### src/rtl/router_input_buffer_pkg.sv
`default_nettype none
// ============================================================================
// Module      : router_input_buffer_pkg
// Description : Shared router constants: default flit width and the switch
//               port codes that identify the four router input ports.
// Revision    : 1.0 - initial release
// ============================================================================
package router_input_buffer_pkg;

    // Default flit width used by every router port.
    localparam int FLIT_WIDTH = 32;

    // Switch port codes: one input buffer instance per code.
    localparam logic [1:0] SW_X1    = 2'd0;
    localparam logic [1:0] SW_X2    = 2'd1;
    localparam logic [1:0] SW_Y     = 2'd2;
    localparam logic [1:0] SW_LOCAL = 2'd3;

endpackage : router_input_buffer_pkg
`default_nettype wire

### src/rtl/router_input_buffer_if.sv
`default_nettype none
// ============================================================================
// Module      : router_input_buffer_if
// Description : Bundles the upstream link (valid/flit/full) and the
//               flow-control side (empty/en/en_fifo/head register/status) of
//               one router input buffer.
//               slave  = the buffer itself, master = link + flow control.
// Revision    : 1.0 - initial release
// ============================================================================
interface router_input_buffer_if
    import router_input_buffer_pkg::*;
#(
    parameter int FLIT_W = FLIT_WIDTH,
    parameter int DEPTH  = 8
) ();

    localparam int c_CW = $clog2(DEPTH + 1);

    // Upstream link
    logic              in_valid;
    logic [FLIT_W-1:0] in_flit;
    logic              full;

    // Flow-control side
    logic              empty;
    logic              stage_en;
    logic              rd_en;
    logic              out_valid;
    logic [FLIT_W-1:0] out_flit;

    // Status
    logic [c_CW-1:0]   count;
    logic              overflow_err;
    logic              underflow_err;

    modport slave (
        input  in_valid, in_flit, stage_en, rd_en,
        output full, empty, out_valid, out_flit, count,
               overflow_err, underflow_err
    );

    modport master (
        output in_valid, in_flit, stage_en, rd_en,
        input  full, empty, out_valid, out_flit, count,
               overflow_err, underflow_err
    );

endinterface : router_input_buffer_if
`default_nettype wire

### src/rtl/router_input_buffer_fifo_mem_2p.sv
`default_nettype none
// ============================================================================
// Module      : fifo_mem_2p
// Description : DEPTH x FLIT_W register array with one synchronous write
//               port and one asynchronous read port. Storage is not reset;
//               validity is tracked by the owning FIFO's pointers.
// Revision    : 1.0 - initial release
// ============================================================================
module fifo_mem_2p #(
    parameter int FLIT_W = 32,
    parameter int DEPTH  = 8,
    parameter int AW     = $clog2(DEPTH)
) (
    input  wire logic              clk,
    input  wire logic              wr_en_i,
    input  wire logic [AW-1:0]     wr_addr_i,
    input  wire logic [FLIT_W-1:0] wr_data_i,
    input  wire logic [AW-1:0]     rd_addr_i,
    output logic      [FLIT_W-1:0] rd_data_o
);

    logic [FLIT_W-1:0] mem_q [DEPTH];

    // Write port: store the incoming flit at the write address.
    always_ff @(posedge clk) begin
        if (wr_en_i) begin
            mem_q[wr_addr_i] <= wr_data_i;
        end
    end

    assign rd_data_o = mem_q[rd_addr_i];

endmodule : fifo_mem_2p
`default_nettype wire

### src/rtl/router_input_buffer.sv
`default_nettype none
// ============================================================================
// Module      : router_input_buffer
// Description : Receive side of the router full/enable handshake. Buffers
//               upstream flits, returns a registered full with FULL_SLACK
//               entries of headroom, and feeds a head-flit register that
//               advances on the flow-control en / en_fifo strobes.
// Revision    : 1.0 - initial release
// ============================================================================
module router_input_buffer
    import router_input_buffer_pkg::*;
#(
    parameter int FLIT_W     = FLIT_WIDTH,
    parameter int DEPTH      = 8,
    parameter int FULL_SLACK = 2
) (
    input wire logic             clk,
    input wire logic             rst_n,
    router_input_buffer_if.slave bus
);

    localparam int c_AW = $clog2(DEPTH);
    localparam int c_CW = $clog2(DEPTH + 1);

    localparam logic [c_CW-1:0] c_DEPTH_CNT = c_CW'(DEPTH);
    localparam logic [c_CW-1:0] c_FULL_LVL  = c_CW'(DEPTH - FULL_SLACK);
    localparam logic [c_AW-1:0] c_LAST_PTR  = c_AW'(DEPTH - 1);

    logic [c_AW-1:0]   wptr_q,  wptr_d;
    logic [c_AW-1:0]   rptr_q,  rptr_d;
    logic [c_CW-1:0]   count_q, count_d;
    logic              empty_q, full_q;
    logic              out_valid_q;
    logic [FLIT_W-1:0] out_flit_q;
    logic              ovf_q, unf_q;

    logic              push, pop, drop, bad_rd;
    logic [FLIT_W-1:0] rd_data;

    fifo_mem_2p #(
        .FLIT_W (FLIT_W),
        .DEPTH  (DEPTH),
        .AW     (c_AW)
    ) u_mem (
        .clk       (clk),
        .wr_en_i   (push),
        .wr_addr_i (wptr_q),
        .wr_data_i (bus.in_flit),
        .rd_addr_i (rptr_q),
        .rd_data_o (rd_data)
    );

    // Handshake decode and next-state pointers/count. A pop frees a slot in
    // the same cycle, so a push into a full FIFO still lands when paired with
    // a pop (the read is asynchronous and sees the old entry).
    always_comb begin
        pop     = bus.rd_en && bus.stage_en && !empty_q;
        push    = bus.in_valid && ((count_q < c_DEPTH_CNT) || pop);
        drop    = bus.in_valid && !push;
        bad_rd  = bus.rd_en && (empty_q || !bus.stage_en);
        wptr_d  = wptr_q;
        rptr_d  = rptr_q;
        if (push) begin
            wptr_d = (wptr_q == c_LAST_PTR) ? '0 : wptr_q + c_AW'(1);
        end
        if (pop) begin
            rptr_d = (rptr_q == c_LAST_PTR) ? '0 : rptr_q + c_AW'(1);
        end
        count_d = count_q + c_CW'(push) - c_CW'(pop);
    end

    // Pointers, occupancy and flags; flags are derived from next-state count
    // so they line up with the registered count.
    always_ff @(posedge clk or negedge rst_n) begin
        if (!rst_n) begin
            wptr_q  <= '0;
            rptr_q  <= '0;
            count_q <= '0;
            empty_q <= 1'b1;
            full_q  <= 1'b0;
        end else begin
            wptr_q  <= wptr_d;
            rptr_q  <= rptr_d;
            count_q <= count_d;
            empty_q <= (count_d == '0);
            full_q  <= (count_d >= c_FULL_LVL);
        end
    end

    // Head register: load on pop, bubble on enable without pop, hold when
    // downstream is blocked.
    always_ff @(posedge clk or negedge rst_n) begin
        if (!rst_n) begin
            out_valid_q <= 1'b0;
            out_flit_q  <= '0;
        end else if (bus.stage_en) begin
            out_valid_q <= pop;
            if (pop) begin
                out_flit_q <= rd_data;
            end
        end
    end

    // Sticky error flags, cleared only by reset.
    always_ff @(posedge clk or negedge rst_n) begin
        if (!rst_n) begin
            ovf_q <= 1'b0;
            unf_q <= 1'b0;
        end else begin
            if (drop) begin
                ovf_q <= 1'b1;
            end
            if (bad_rd) begin
                unf_q <= 1'b1;
            end
        end
    end

    assign bus.full          = full_q;
    assign bus.empty         = empty_q;
    assign bus.count         = count_q;
    assign bus.out_valid     = out_valid_q;
    assign bus.out_flit      = out_flit_q;
    assign bus.overflow_err  = ovf_q;
    assign bus.underflow_err = unf_q;

endmodule : router_input_buffer
`default_nettype wire

### src/flat_wrapper.sv
// flat-port wrapper written by rule: the top's interface ports become plain ports
module router_input_buffer_flat import router_input_buffer_pkg::*;
#(
    parameter int FLIT_W     = FLIT_WIDTH,
    parameter int DEPTH      = 8,
    parameter int FULL_SLACK = 2
)
  (clk, rst_n, bus_in_valid, bus_in_flit, bus_stage_en, bus_rd_en, bus_full, bus_empty, bus_out_valid, bus_out_flit, bus_count, bus_overflow_err, bus_underflow_err);
  router_input_buffer_if #(.FLIT_W(FLIT_W), .DEPTH(DEPTH)) bus_i ();
  input wire logic clk;
  input wire logic rst_n;
  input wire logic [$bits(bus_i.in_valid)-1:0] bus_in_valid;
  input wire logic [$bits(bus_i.in_flit)-1:0] bus_in_flit;
  input wire logic [$bits(bus_i.stage_en)-1:0] bus_stage_en;
  input wire logic [$bits(bus_i.rd_en)-1:0] bus_rd_en;
  output wire logic [$bits(bus_i.full)-1:0] bus_full;
  output wire logic [$bits(bus_i.empty)-1:0] bus_empty;
  output wire logic [$bits(bus_i.out_valid)-1:0] bus_out_valid;
  output wire logic [$bits(bus_i.out_flit)-1:0] bus_out_flit;
  output wire logic [$bits(bus_i.count)-1:0] bus_count;
  output wire logic [$bits(bus_i.overflow_err)-1:0] bus_overflow_err;
  output wire logic [$bits(bus_i.underflow_err)-1:0] bus_underflow_err;
  assign bus_i.in_valid = bus_in_valid;
  assign bus_i.in_flit = bus_in_flit;
  assign bus_i.stage_en = bus_stage_en;
  assign bus_i.rd_en = bus_rd_en;
  assign bus_full = bus_i.full;
  assign bus_empty = bus_i.empty;
  assign bus_out_valid = bus_i.out_valid;
  assign bus_out_flit = bus_i.out_flit;
  assign bus_count = bus_i.count;
  assign bus_overflow_err = bus_i.overflow_err;
  assign bus_underflow_err = bus_i.underflow_err;
  router_input_buffer #(.FLIT_W(FLIT_W), .DEPTH(DEPTH), .FULL_SLACK(FULL_SLACK)) u_core (.clk(clk), .rst_n(rst_n), .bus(bus_i));
endmodule
### config.mk
export PLATFORM = sky130hd
export DESIGN_NAME = router_input_buffer_flat
export DESIGN_NICKNAME = d
export VERILOG_FILES = /design/src/rtl/router_input_buffer_pkg.sv /design/src/rtl/router_input_buffer_if.sv /design/src/rtl/router_input_buffer_fifo_mem_2p.sv /design/src/rtl/router_input_buffer.sv /design/src/flat_wrapper.sv
export SDC_FILE = /design/constraint.sdc
export NUM_CORES = 1
export LEC_CHECK = 0
export CORE_UTILIZATION = 40
export DETAILED_ROUTE_END_ITERATION = 6
export SLEW_MARGIN = 20
export SYNTH_ARGS = -nofsm -noshare
export SYNTH_HDL_FRONTEND = slang
export SYNTH_HIERARCHICAL = 1
export SYNTH_SLANG_ARGS = --single-unit
### constraint.sdc
create_clock -name clk -period 5.72 [get_ports clk]
set_input_delay 1.716 -clock clk [delete_from_list [all_inputs] [get_ports clk]]
set_output_delay 1.716 -clock clk [all_outputs]
set_load 0.01 [all_outputs]
==> impl_metrics.py, run 1 <==
metrics = {
    "run_status": {
        "run_status": "complete, no violations",
    },
    "worst_setup_path": {
        "crit_arrival_ns": 4.35,
        "r2r_cells": 5,
        "critPathMaxFanout": 19,
        "crit_type": "in -> reg",
        "critical_path.startpoint_type": "primary input",
        "cp.required_ns": 5.94,
        "cp-end-kind": "register",
        "r2r_slack_ns": 2.83,
        "r2r_start": "u_core/bus.empty$_DFF_PN1_",
        "rr_endpoint": "u_core/u_mem/mem_q[6][18]$_DFFE_PP_",
    },
    "synthesis": {
        "synth_seq_area_share_pct": 75.5,
        "async_flop_share_pct": 15.5,
        "synth-edff-count": 256,
        "yosysWarnings": 6,
        "syn-instance-count": 508,
        "synth_cell_type_count": 29,
        "syn-num-nets": 554,
        "synthFlopType": "edfxtp_1",
        "syn_area_per_cell_um2": 23.1,
        "syn_area_um2": 11700,
        "ys_ff_latch": 303,
    },
    "hold_path": {
        "worstHoldPathType": "reg -> reg",
        "min_path_cells": 1,
        "hp-start": "u_core/bus.underflow_err$_DFFE_PN0P_",
        "min_delay_worst_endpoint": "u_core/bus.underflow_err$_DFFE_PN0P_",
    },
    "route": {
        "antenna_left": 0,
        "routed_wl_um": 21100,
        "drc_errors": 0,
        "firstDrtPassIters": 4,
        "vias_per_cell": 5.12,
        "drt_iter0_markers": 308,
        "vias": 5199,
        "drt-wirelength-per-cell_um": 20.7,
    },
    "layout": {
        "fillCellCount": 2297,
        "area_delta_synth_final_pct": 19.4,
        "diodes": 0,
        "drive_gt1_share_pct": 27.2,
        "finalNetCount": 654,
        "multi_input_area_um2": 2750,
        "seqCellArea_um2": 8870,
    },
    "timing": {
        "rsz0062_at_grt": "false",
        "fin_crit_ns": 4.13,
        "fin_skew_ns": 0.0220,
        "fin_crit_sh_pct": 72.2,
        "fin_tns_setup_ns": 0,
        "fmax_mhz": 242,
        "slew_headroom_pct": 32.2,
        "setup_slack_ns": 1.59,
        "tightest_slew_ns": 1.02,
        "final-max-slew-violation-count": 0,
        "hold_viol": 0,
        "setup_violations": 0,
    },
    "power": {
        "power_leakage_uw": 0.00474,
        "ir_drop_mv": 0.258,
        "power_density_nw_per_um2": 482,
    },
    "clock_network": {
        "cts_resized": 0,
        "h-tree-depth": 1,
        "cts_setup_buffers": 0,
        "path_clk_slew_ns": 0.06,
        "cts_tree": "yes",
        "cts.sinks": 303,
        "clock_latency_ns": 0.55,
        "clock_path_buffers": 3,
        "postCtsHoldBufs": 0,
        "numCtsBuffers": 31,
        "root_buffer": "clkbuf_16",
    },
    "placed_design": {
        "io_buffers": 77,
        "gp_congestion": 0.705,
        "dp_slack_ns": 1.02,
        "place_hpwl_um": 12300,
    },
    "die": {
        "pin_count": 78,
        "die_h_um": 173,
        "die_area_um2": 30000,
        "die_w_um": 173,
        "initial_core_util_pct": 40.8,
        "rows": 62,
        "core_um2": 28800,
    },
    "grt": {
        "gr-usage-all-layers_pct": 14.4,
        "gr-total-overflow": 0,
        "grt_pass1_vias": 5557,
        "antenna_found_initial": 0,
        "grt_first_pass_wirelength_um": 32900,
        "grt_start_max_net_pins": 67,
    },
    "flow_run": {
        "maxCapViolCount": 0,
    },
}
## how the worst max path moves through the flow
stage	from	slack, ns	to
final	bus_stage_en	1.59	u_core/u_mem/mem_q[6][18]$_DFFE_PP_
after CTS	bus_stage_en	1.57	u_core/u_mem/mem_q[2][14]$_DFFE_PP_
after detailed placement	bus_stage_en	1.02	u_core/u_mem/mem_q[2][19]$_DFFE_PP_
after global placement	bus_stage_en	1.09	u_core/u_mem/mem_q[2][19]$_DFFE_PP_
after global routing	bus_stage_en	1.42	u_core/u_mem/mem_q[2][16]$_DFFE_PP_
after floorplan	bus_rd_en	0.70	u_core/u_mem/mem_q[4][0]$_DFFE_PP_
## where the power goes
group / internal (uW) / leakage, uW / switching (uW)
registers: 2780 / 0.00286 / 241
clock network: 1200 / 0.000490 / 791
logic: 1000 / 0.00139 / 752
total: 4980 / 0.00474 / 1780
## cell type report
type / count / share of cell area [%]
Tap cell: 384 / 3.43
Multi-Input combinational cell: 174 / 19.6
Clock inverter: 18 / 1.47
Clock buffer: 39 / 5.89
Inverter: 9 / 0.241
Sequential cell: 303 / 63.2
Timing Repair Buffer: 89 / 6.10
## cells in the final DEF (no fill, tap or decap)
cell type / netlist / final
or3_4: 1 / 1
inv_1: 9 / 9
nor3_2: 0 / 2
bufinv_16: 0 / 4
nand3b_1: 1 / 1
clkbuf_1: 1 / 6
a31o_2: 1 / 1
nor2_4: 0 / 6
dfrtp_4: 0 / 1
clkdlybuf4s50_1: 0 / 76
nand2b_1: 4 / 4
nand2_1: 2 / 2
clkbuf_16: 0 / 31
nor2b_1: 1 / 1
buf_2: 10 / 1
and3_4: 1 / 1
a2111oi_2: 1 / 1
mux4_1: 40 / 40
edfxtp_1: 256 / 256
a21boi_1: 1 / 1
dfstp_2: 1 / 1
mux2_2: 69 / 69
o21ai_0: 2 / 2
and2_2: 1 / 1
dfrtp_2: 0 / 2
clkinv_1: 0 / 3
nor3_1: 3 / 1
clkbuf_8: 0 / 2
inv_6: 0 / 2
dfrtp_1: 46 / 43
clkinv_2: 0 / 4
nor2_1: 7 / 1
a22o_2: 1 / 1
fa_1: 1 / 1
xnor2_1: 2 / 2
buf_4: 0 / 12
a21o_1: 3 / 3
clkinvlp_4: 0 / 5
ha_1: 8 / 8
mux4_2: 24 / 24
## layer usage
metal	GRT usage, %	up-vias	routed length, um
met5	0	-	0
met3	2.02	30	895
met2	24.3	124	10500
met4	4.09	0	376
li1	-	2323	-
met1	19.5	2722	9260
## cell usage after synthesis (all sizes together) (2+ instances only)
cell type / n / area [um^2]
edfxtp: 256 / 7690
mux2: 69 / 777
mux4: 64 / 1590
dfrtp: 46 / 1150
buf: 21 / 144
inv: 9 / 33.8
ha: 8 / 100
nor2: 7 / 26.3
nand2b: 4 / 25.0
a21o: 3 / 22.5
nor3: 3 / 15.0
nand2: 2 / 7.51
o21ai: 2 / 10.0
xnor2: 2 / 17.5
## flip-flops by register name, summed over array words and instances (netlist names)
name	cells
u_core/bus.count	4
u_core/bus.overflow_err	1
u_core/u_mem/mem_q	256
u_core/bus.empty	1
u_core/bus.underflow_err	1
u_core/wptr_q	3
u_core/rptr_q	3
u_core/bus.out_flit	32
u_core/bus.full	1
u_core/bus.out_valid	1
## metrics by stage
| step | util (%) | area (um^2) | instances | total power [uW] | hold WS [ns] |
|---|---|---|---|---|---|
| after floorplan | - | 11700 | 508 | 4180 | 0.493 |
| after global placement | 45.1 | 13000 | 959 | 4810 | 0.440 |
| after detailed placement | 45.1 | 13000 | 959 | 4850 | 0.470 |
| after CTS | 48.7 | 14000 | 1016 | 6870 | 0.484 |
| after global routing | 48.7 | 14000 | 1016 | 7080 | 0.507 |
| final | 48.7 | 14000 | 1016 | 6760 | 0.474 |
## cells by family (layout without fill, tap and decap cells)
kind of cell	Yosys count	after routing	synth area share, %
flops	303	303	75.5
mux	133	133	20.2
buf+inv	31	155	1.54
simple gates	21	21	1.00
fa+ha+maj	9	9	1.02
compound gates	9	9	0.629
xor+xnor	2	2	0.149
## worst max-delay path: stages
cell and delay [ns]:
clkdlybuf4s50_1 0.51, nand3b_1 0.11, a21boi_1 0.56, nand2_1 0.38, nor2_4 0.67, buf_4 0.40
Power figures use the tool's default switching activity.
==> run 2, diff against run 1 <==
- clock period: 5.72 -> 4.2 ns (I/O delays scaled with it)
==> run 2 against run 1 <==
Cell count grew 0.69%. Die area is the same. Final area grew 0.23%. Critical path depth grew 5. Global-route usage grew 0.89 points. Via count grew 1.8%. Core utilization grew 0.11 points. Register-to-register slack lost 1.1 ns. Clock power grew 27%.
==> impl_metrics.py, run 2 (synthesized netlist as in run 1, its figures left out) <==
metrics = {
    "layout": {
        "finalNetCount": 662,
        "top_register": "u_core/u_mem/mem_q",
        "drive_gt1_share_pct": 27.4,
        "largest_register_ffs": 256,
        "mostFrequentLayoutCell": "edfxtp_1",
        "area_delta_synth_final_pct": 19.7,
        "diodes": 0,
        "fin_cells": 1023,
        "layout_common_cells": "edfxtp_1 (256), clkdlybuf4s50_1 (76), mux2_2 (69)",
    },
    "power": {
        "power_density_nw_per_um2": 647,
        "intPower_uw": 6650,
        "switching_share_pct": 27.0,
        "sequentialPowerShare_pct": 46.0,
        "p_sw_uw": 2460,
        "power_leakage_uw": 0.00477,
        "ir_drop_mv": 0.301,
        "pwr-share-comb_pct": 26.3,
        "pwr-share-clk_pct": 27.8,
    },
    "die": {
        "pin_count": 78,
        "rows": 62,
        "die_area_um2": 30000,
        "core_um2": 28800,
        "initial_core_util_pct": 40.8,
        "die_w_um": 173,
        "die_h_um": 173,
    },
    "placed_design": {
        "dp.cells": 967,
        "io_buffers": 77,
        "place_hpwl_um": 13100,
        "gp_congestion": 0.696,
    },
    "clock_network": {
        "h-tree-depth": 1,
        "cts_setup_buffers": 0,
        "clock_path_buffers": 3,
        "cts_tree": "yes",
        "cts_resized": 0,
        "root_buffer": "clkbuf_16",
        "clock_latency_ns": 0.56,
        "numCtsBuffers": 31,
        "postCtsHoldBufs": 0,
        "cts.sinks": 303,
        "path_clk_slew_ns": 0.06,
    },
    "route": {
        "antenna_left": 0,
        "vias_per_cell": 5.17,
        "drt_iter0_markers": 330,
        "drc_errors": 0,
        "firstDrtPassIters": 6,
        "vias": 5290,
        "drt-wirelength-per-cell_um": 21.7,
        "routed_wl_um": 22200,
    },
    "timing": {
        "fin_skew_ns": 0.0129,
        "fin_crit_sh_pct": 77.1,
        "fin_tns_setup_ns": 0,
        "rsz0062_at_grt": "false",
        "final-max-slew-violation-count": 0,
        "tightest_slew_ns": 1.03,
        "fmax_mhz": 309,
        "fin_crit_ns": 3.24,
        "slew_headroom_pct": 31.4,
        "hold_viol": 0,
        "setup_violations": 0,
    },
    "worst_setup_path": {
        "cp.required_ns": 4.64,
        "path_cells": "clkdlybuf4s50_1 > nand3b_1 > a21boi_1 > inv_1 > ha_1 > inv_1 > ha_1 > inv_1 > fa_1 > inv_1 > a2111oi_2",
        "crit_end": "u_core/bus.empty$_DFF_PN1_",
        "slowest_stage": "fa_1",
        "crit_arrival_ns": 3.68,
        "r2r_cells": 4,
        "r2r_start": "u_core/rptr_q[0]$_DFFE_PN0P_",
        "crit_start": "bus_stage_en",
        "cp-end-kind": "register",
        "crit_type": "in -> reg",
        "critPathMaxFanout": 3,
        "r2r_slack_ns": 1.70,
        "rr_endpoint": "u_core/bus.out_flit[29]$_DFFE_PN0P_",
        "slowest_delay_ns": 0.50,
        "critical_path.startpoint_type": "primary input",
        "path_common_cell": "inv_1",
    },
    "grt": {
        "antenna_found_initial": 0,
        "grt_pass1_vias": 5902,
        "gr-usage-all-layers_pct": 15.3,
        "grt_first_pass_wirelength_um": 34800,
        "grt_start_max_net_pins": 39,
        "gr-total-overflow": 0,
    },
    "flow_run": {
        "maxCapViolCount": 0,
    },
    "hold_path": {
        "worstHoldPathType": "reg -> reg",
    },
    "run_status": {
        "run_status": "complete, no violations",
    },
}
[run 2: changes by cell type in the layout (fill, tap and decap cells not counted), sizes merged]
| cell | before | now |
|---|---|---|
| buf | 13 | 21 |
| clkinv | 7 | 17 |
| clkbuf | 39 | 35 |
| clkinvlp | 5 | 0 |
| bufinv | 4 | 2 |
[run 2: area by class of cell]
type / count / area [um^2]
Clock buffer: 35 / 791
Clock inverter: 21 / 151
Fill cell: 2313 / 14700
Inverter: 9 / 33.8
Multi-Input combinational cell: 174 / 2770
Sequential cell: 303 / 8870
Tap cell: 384 / 480
Timing Repair Buffer: 97 / 966
[run 2: power groups by stage]
| stage | sequential, uW | combinational (uW) | clock (uW) |
|---|---|---|---|
| floorplan | 4090 | 1600 | 0 |
| detailed placement | 4270 | 2420 | 0 |
| global route | 4260 | 2580 | 2710 |
| finish | 4180 | 2390 | 2530 |
| global placement | 4230 | 2370 | 0 |
| CTS | 4210 | 2440 | 2590 |
[run 2: how the worst min path moves through the flow]
stage                     cells past startpoint                                  from                                    to  slack, ns
after floorplan                               1  u_core/bus.underflow_err$_DFFE_PN0P_  u_core/bus.underflow_err$_DFFE_PN0P_       0.49
after global placement                        1  u_core/bus.underflow_err$_DFFE_PN0P_  u_core/bus.underflow_err$_DFFE_PN0P_       0.44
after detailed placement                      1  u_core/bus.underflow_err$_DFFE_PN0P_  u_core/bus.underflow_err$_DFFE_PN0P_       0.46
after CTS                                     1  u_core/bus.underflow_err$_DFFE_PN0P_  u_core/bus.underflow_err$_DFFE_PN0P_       0.48
after global routing                          1   u_core/bus.overflow_err$_DFFE_PN0P_   u_core/bus.overflow_err$_DFFE_PN0P_       0.49
final                                         1  u_core/bus.underflow_err$_DFFE_PN0P_  u_core/bus.underflow_err$_DFFE_PN0P_       0.47
[run 2: per-layer routing]
layer | vias to the layer above | part of all wire (%) | wire, um | global-route usage (%)
met1 | 2792 | 43 | 9490 | 20.1
li1 | 2346 | - | - | -
met5 | - | 0 | 0 | 0
met3 | 24 | 4.8 | 1070 | 2.35
met4 | 0 | 1.6 | 366 | 4.35
met2 | 128 | 51 | 11300 | 26.4
[run 2: critical path: cells and delay by family]
kind | cells | cell delay, ns
buffers and inverters | 5 | 0.75
adders and majority gates | 3 | 0.94
AOI/OAI and AO/OA | 2 | 0.60
and+or+nand+nor | 1 | 0.12
[run 2: per-stage QoR]
step	power (uW)	hold slack [ns]	utilization (%)	area (um^2)	worst slack [ns]
3_5_place_dp	6690	0.462	45.6	13100	0.405
3_3_place_gp	6590	0.437	45.6	13100	0.495
5_1_grt	9550	0.489	48.8	14100	0.805
4_1_cts	9240	0.476	48.8	14100	0.976
2_1_floorplan	5690	0.493	-	11800	0.487
6_report	9100	0.466	48.8	14100	0.962
==> run 3, diff against run 2 <==
- clock period: 4.2 -> 2.85 ns (I/O delays scaled with it)
==> run 3 against run 2 <==
Core utilization up 1.1 points. Register-to-register slack worse by 1.3 ns. Final area rose by 2.3%. Flip-flop and latch count unchanged. Clock power increased by 55%. Clock skew fell by 0.0022 ns. Largest cell class unchanged.
==> impl_metrics.py, run 3 (synthesized netlist as in run 1, its figures left out) <==
metrics = {
    "worst_setup_path": {
        "critical_path.startpoint_type": "primary input",
        "cp-end-kind": "register",
        "cp.required_ns": 3.30,
        "slowest_delay_ns": 0.51,
        "crit_type": "in -> reg",
        "crit_arrival_ns": 3.17,
        "path_cells": "clkdlybuf4s50_1 > nand3b_1 > a21boi_2 > inv_1 > ha_1 > inv_1 > ha_2 > inv_1 > fa_1 > inv_1 > a2111oi_4",
        "slowest_stage": "fa_1",
        "critPathMaxFanout": 3,
        "path_common_cell": "inv_1",
    },
    "clock_network": {
        "postCtsHoldBufs": 0,
        "clock_path_buffers": 3,
        "path_clk_slew_ns": 0.06,
        "clock_latency_ns": 0.56,
        "root_buffer": "clkbuf_16",
        "numCtsBuffers": 31,
        "h-tree-depth": 1,
        "cts.sinks": 303,
        "cts_tree": "yes",
    },
    "grt": {
        "gr-total-overflow": 0,
        "grt_pass1_vias": 5810,
        "gr-usage-all-layers_pct": 15.3,
        "grt_first_pass_wirelength_um": 34500,
        "grt_start_max_net_pins": 39,
        "antenna_found_initial": 1,
    },
    "route": {
        "drt_iter0_markers": 304,
        "drt-wirelength-per-cell_um": 21.5,
        "antenna_left": 0,
        "drc_errors": 0,
        "vias": 5352,
        "firstDrtPassIters": 4,
        "routed_wl_um": 22300,
        "vias_per_cell": 5.16,
    },
    "timing": {
        "rsz0062_at_grt": "false",
        "setup_slack_ns": 0.129,
        "slew_headroom_pct": 57.8,
        "tightest_slew_ns": 0.633,
        "final-max-slew-violation-count": 0,
        "fmax_mhz": 368,
        "fin_skew_ns": 0.0107,
        "hold_slack_ns": 0.224,
        "fin_crit_ns": 2.72,
        "setup_violations": 0,
        "hold_viol": 0,
        "fin_crit_sh_pct": 95.5,
    },
    "layout": {
        "drive_gt1_share_pct": 28.6,
        "fillCellCount": 2298,
        "mostFrequentLayoutCell": "edfxtp_1",
        "seqCellArea_um2": 8870,
        "layout_common_cells": "edfxtp_1 (256), clkdlybuf4s50_1 (75), mux2_2 (69)",
        "area_delta_synth_final_pct": 22.4,
        "top_register": "u_core/u_mem/mem_q",
        "largest_register_ffs": 256,
        "finalNetCount": 674,
        "multi_input_area_um2": 2790,
        "diodes": 0,
    },
    "die": {
        "die_w_um": 173,
        "pin_count": 78,
        "die_h_um": 173,
        "die_area_um2": 30000,
        "initial_core_util_pct": 40.8,
        "rows": 62,
        "core_um2": 28800,
    },
    "flow_run": {
        "maxCapViolCount": 0,
    },
    "placed_design": {
        "place_hpwl_um": 13200,
        "io_buffers": 77,
        "dp_slack_ns": -0.522,
        "gp_congestion": 0.697,
    },
    "power": {
        "power_leakage_uw": 0.00489,
        "p_sw_uw": 3690,
        "sequentialPowerShare_pct": 43.4,
        "ir_drop_mv": 0.496,
        "pwr-share-clk_pct": 28.4,
        "intPower_uw": 10200,
        "pwr-share-comb_pct": 28.2,
        "power_density_nw_per_um2": 964,
        "switching_share_pct": 26.6,
    },
    "hold_path": {
        "worstHoldPathType": "in -> async",
    },
    "run_status": {
        "run_status": "complete, no violations",
    },
}
run 3: cell count changes in the layout (fill, tap and decap cells not counted), sizes merged:
cell / delta
dlymetal6s2s: +1
clkinv: -15
clkdlybuf4s50: -1
bufinv: +1
clkbuf: +15
inv: +1
buf: +12
run 3: layout make-up:
type | count | area share (%)
Inverter | 9 | 0.235
Tap cell | 384 | 3.34
Sequential cell | 303 | 61.7
Timing Repair Buffer | 109 | 8.41
Clock inverter | 8 | 0.870
Multi-Input combinational cell | 174 | 19.4
Clock buffer | 50 | 6.03
run 3: final timing paths:
check,startpoint,endpoint,slack (ns),cells past startpoint
setup / recovery,bus_rd_en,u_core/bus.empty$_DFF_PN1_,0.13,11
hold / removal,rst_n,u_core/bus.out_flit[0]$_DFFE_PN0P_,0.22,1
setup reg to reg,u_core/bus.empty$_DFF_PN1_,u_core/bus.empty$_DFF_PN1_,0.43,10
hold reg to reg,u_core/bus.underflow_err$_DFFE_PN0P_,u_core/bus.underflow_err$_DFFE_PN0P_,0.46,1
max in group asynchronous,rst_n,u_core/bus.empty$_DFF_PN1_,1.99,2
min in group clk,u_core/bus.underflow_err$_DFFE_PN0P_,u_core/bus.underflow_err$_DFFE_PN0P_,0.46,1
run 3: power by group through the flow:
| stage | Clock (uW) | Sequential, uW | Combinational (uW) |
|---|---|---|---|
| floorplan | 0 | 6030 | 2360 |
| global placement | 0 | 6080 | 3820 |
| detailed placement | 0 | 6120 | 3920 |
| CTS | 4040 | 6040 | 3920 |
| global route | 4220 | 6120 | 4190 |
| finish | 3930 | 6020 | 3900 |
run 3: what timing repair did:
item	CTS	global route
endpoints found under the hold margin	0	0
gates resized for setup	0	4
setup endpoints to repair	0	2
buffers inserted	0	1
run 3: per-stage QoR:
stage	power (uW)	instance area (um^2)	setup TNS (ns)	cells	utilization [%]
floorplan	8390	11800	-80.76	508	-
detailed placement	10000	13400	-2.16	978	46.4
global placement	9900	13400	-1.27	978	46.4
global route	14500	14400	0	1037	50.0
CTS	14000	14300	0	1036	49.8
finish	13900	14400	0	1037	50.0
run 3: worst max-delay path: cells and delay by family:
kind                     cells  cell delay (ns)
adder cells (fa/ha/maj)      3             0.96
buffers and inverters        5             0.73
AND/OR/NAND/NOR              1             0.13
AO/OA/AOI/OAI                2             0.49
run 3: metal layers:
layer	global-route usage, %	wire length, um	share of wire, %	up-vias
li1	-	-	-	2376
met1	20.3	9680	43	2817
met2	25.8	11100	50	118
met3	2.87	1070	4.8	39
met4	4.57	459	2.1	2
met5	0	13	0.058	-
==> patch (config.mk and constraints of run 3) <==
`DEPTH` is set to 8 in 4 places; all go to 16.
--- a/src/rtl/router_input_buffer_if.sv
+++ b/src/rtl/router_input_buffer_if.sv
@@ -12,5 +12,5 @@
 #(
     parameter int FLIT_W = FLIT_WIDTH,
-    parameter int DEPTH  = 8
+    parameter int DEPTH  = 16
 ) ();
 
--- a/src/rtl/router_input_buffer_fifo_mem_2p.sv
+++ b/src/rtl/router_input_buffer_fifo_mem_2p.sv
@@ -9,5 +9,5 @@
 module fifo_mem_2p #(
     parameter int FLIT_W = 32,
-    parameter int DEPTH  = 8,
+    parameter int DEPTH  = 16,
     parameter int AW     = $clog2(DEPTH)
 ) (
--- a/src/rtl/router_input_buffer.sv
+++ b/src/rtl/router_input_buffer.sv
@@ -12,5 +12,5 @@
 #(
     parameter int FLIT_W     = FLIT_WIDTH,
-    parameter int DEPTH      = 8,
+    parameter int DEPTH      = 16,
     parameter int FULL_SLACK = 2
 ) (
--- a/src/flat_wrapper.sv
+++ b/src/flat_wrapper.sv
@@ -3,5 +3,5 @@
 #(
     parameter int FLIT_W     = FLIT_WIDTH,
-    parameter int DEPTH      = 8,
+    parameter int DEPTH      = 16,
     parameter int FULL_SLACK = 2
 )
Ports: changed (resized bus_count); port bits go from 78 to 79. No check against the original RTL was run, so the function may have changed too.
==> patch against run 3 <==
Routed wire length rose by 110%; area after synthesis rose by 81%; hold slack improved by 55 ps; setup slack improved by 140 ps; design area rose by 78%; core utilization fell by 1.4 points; count of clock-buffer cells in the layout rose by 18; sequential cell count rose by 259; power rose by 75%; synthesized cell count rose by 100%; critical path type is now flop to flop; critical endpoint unchanged; largest power group unchanged; highest routed layer is now met4.
==> patch: results (changes against run 3) <==
RUN STATUS
---------------------------------------------------------------------------------
Run status ......................................................... finished, final reports clean   unchanged

CRITICAL PATH
---------------------------------------------------------------------------------
Startpoint class of the critical path ..............................         flop   was input port
CP arrival .........................................................      3090 ps   was 3170 ps

GLOBAL ROUTING
---------------------------------------------------------------------------------
Number of global-route vias before repair ..........................       10.74k   was 5810
Antenna violations before repair ...................................            0   was 1
Tot GR Track Use ...................................................       17.94%   was 15.32%

SYNTH
---------------------------------------------------------------------------------
Count of distinct cell types in the synthesized netlist ............           35   was 29
Multiplexer share of the synthesized area ..........................       13.53%   was 20.17%
Top cells by area, synth ........................................... sky130_fd_sc_hd__edfxtp_1 (72%), sky130_fd_sc_hd__mux4_2 (14%), sky130_fd_sc_hd__dfrtp_1 (5.8%)   was sky130_fd_sc_hd__edfxtp_1 (65%), sky130_fd_sc_hd__dfrtp_1 (9.8%), sky130_fd_sc_hd__mux4_1 (8.9%)
Fraction of synthesis flops using an asynchronous set or reset pin .       8.897%   was 15.51%
Register bit total from synthesis ..................................          562   was 303
Xor/xnor share of the synthesized area .............................      0.2467%   was 0.1492%
Leading cell types by count after synthesis ........................ sky130_fd_sc_hd__edfxtp_1 (512), sky130_fd_sc_hd__nand2_1 (138), sky130_fd_sc_hd__mux4_2 (128)   was sky130_fd_sc_hd__edfxtp_1 (256), sky130_fd_sc_hd__mux2_2 (69), sky130_fd_sc_hd__dfrtp_1 (46)
Synth Area in Adders ...............................................      0.5052%   was 1.023%
Portion of the post-synthesis area used by sequential elements .....       78.06%   was 75.48%

CELLS AND AREA
---------------------------------------------------------------------------------
Clock-cell share ...................................................       6.597%   was 6.901%
Fraction of final layout cells sized beyond drive strength 1 .......       25.72%   was 28.64%
Non-clock inverters ................................................           12   was 9
Number of combinational gates with multiple inputs .................          398   was 174

CTS
---------------------------------------------------------------------------------
Clock latency at the later pin of the worst-skew pair ..............       590 ps   was 560 ps

PWR
---------------------------------------------------------------------------------
Highest ir drop seen on vdd ........................................  0.0007936 V   was 0.0004957 V
Cell Int Power .....................................................     17140 µW   was 10160 µW
Seq pwr share ......................................................        42.4%   was 43.4%
Pleak ..............................................................  0.008426 µW   was 0.004894 µW

STA
---------------------------------------------------------------------------------
Clock skew after layout ............................................     16.38 ps   was 10.72 ps

PLACEMENT
---------------------------------------------------------------------------------
Cell total after placement .........................................         1808   was 978
Minimum setup slack after placement ................................    -583.1 ps   was -521.7 ps

ROUTE
---------------------------------------------------------------------------------
Via count ..........................................................       10.27k   was 5352
First-iteration detailed-routing DRC count .........................          723   was 304

## patch: cell types whose count changed in the layout (fill, tap and decap cells not counted), sizes merged, moves of 3 or more
cell | before | now
o21ai | 2 | 7
clkinv | 2 | 24
dfrtp | 46 | 49
nand2 | 2 | 138
mux4 | 64 | 128
mux2 | 69 | 0
clkbuf | 50 | 68
nor2 | 7 | 15
buf | 33 | 73
edfxtp | 256 | 512
a22oi | 0 | 64
a21oi | 0 | 3
## patch: worst max-delay path by stage
stage	endpoint	slack, ps	depth (start not counted)
finish	u_core/bus.empty$_DFF_PN1_	270	12
global route	u_core/bus.empty$_DFF_PN1_	100	12
CTS	u_core/bus.empty$_DFF_PN1_	20	12
detailed placement	u_core/bus.empty$_DFF_PN1_	-580	12
global placement	u_core/bus.empty$_DFF_PN1_	-540	12
floorplan	u_core/u_mem/mem_q[13][0]$_DFFE_PP_	-310	6
## patch: metal layers
layer | share of wire [%] | routed length, µm | up-vias | global-route usage, %
met4 | 2.1 | 976 | 0 | 5.147
met3 | 4.3 | 2028 | 64 | 2.623
met5 | 0 | 0 | - | 0
li1 | - | - | 4466 | -
met2 | 50 | 23330 | 241 | 29.77
met1 | 44 | 20790 | 5500 | 24.65
## patch: worst max-delay path, stage by stage (launching register included)
cell and delay [ps]:
sky130_fd_sc_hd__dfstp_2 530, sky130_fd_sc_hd__nand3b_1 180, sky130_fd_sc_hd__inv_2 80, sky130_fd_sc_hd__o21ai_4 160
sky130_fd_sc_hd__ha_4 210, sky130_fd_sc_hd__inv_1 50, sky130_fd_sc_hd__ha_2 160, sky130_fd_sc_hd__inv_1 50
sky130_fd_sc_hd__fa_2 340, sky130_fd_sc_hd__xor2_1 130, sky130_fd_sc_hd__inv_1 60, sky130_fd_sc_hd__or3_1 380
sky130_fd_sc_hd__nor3_2 160
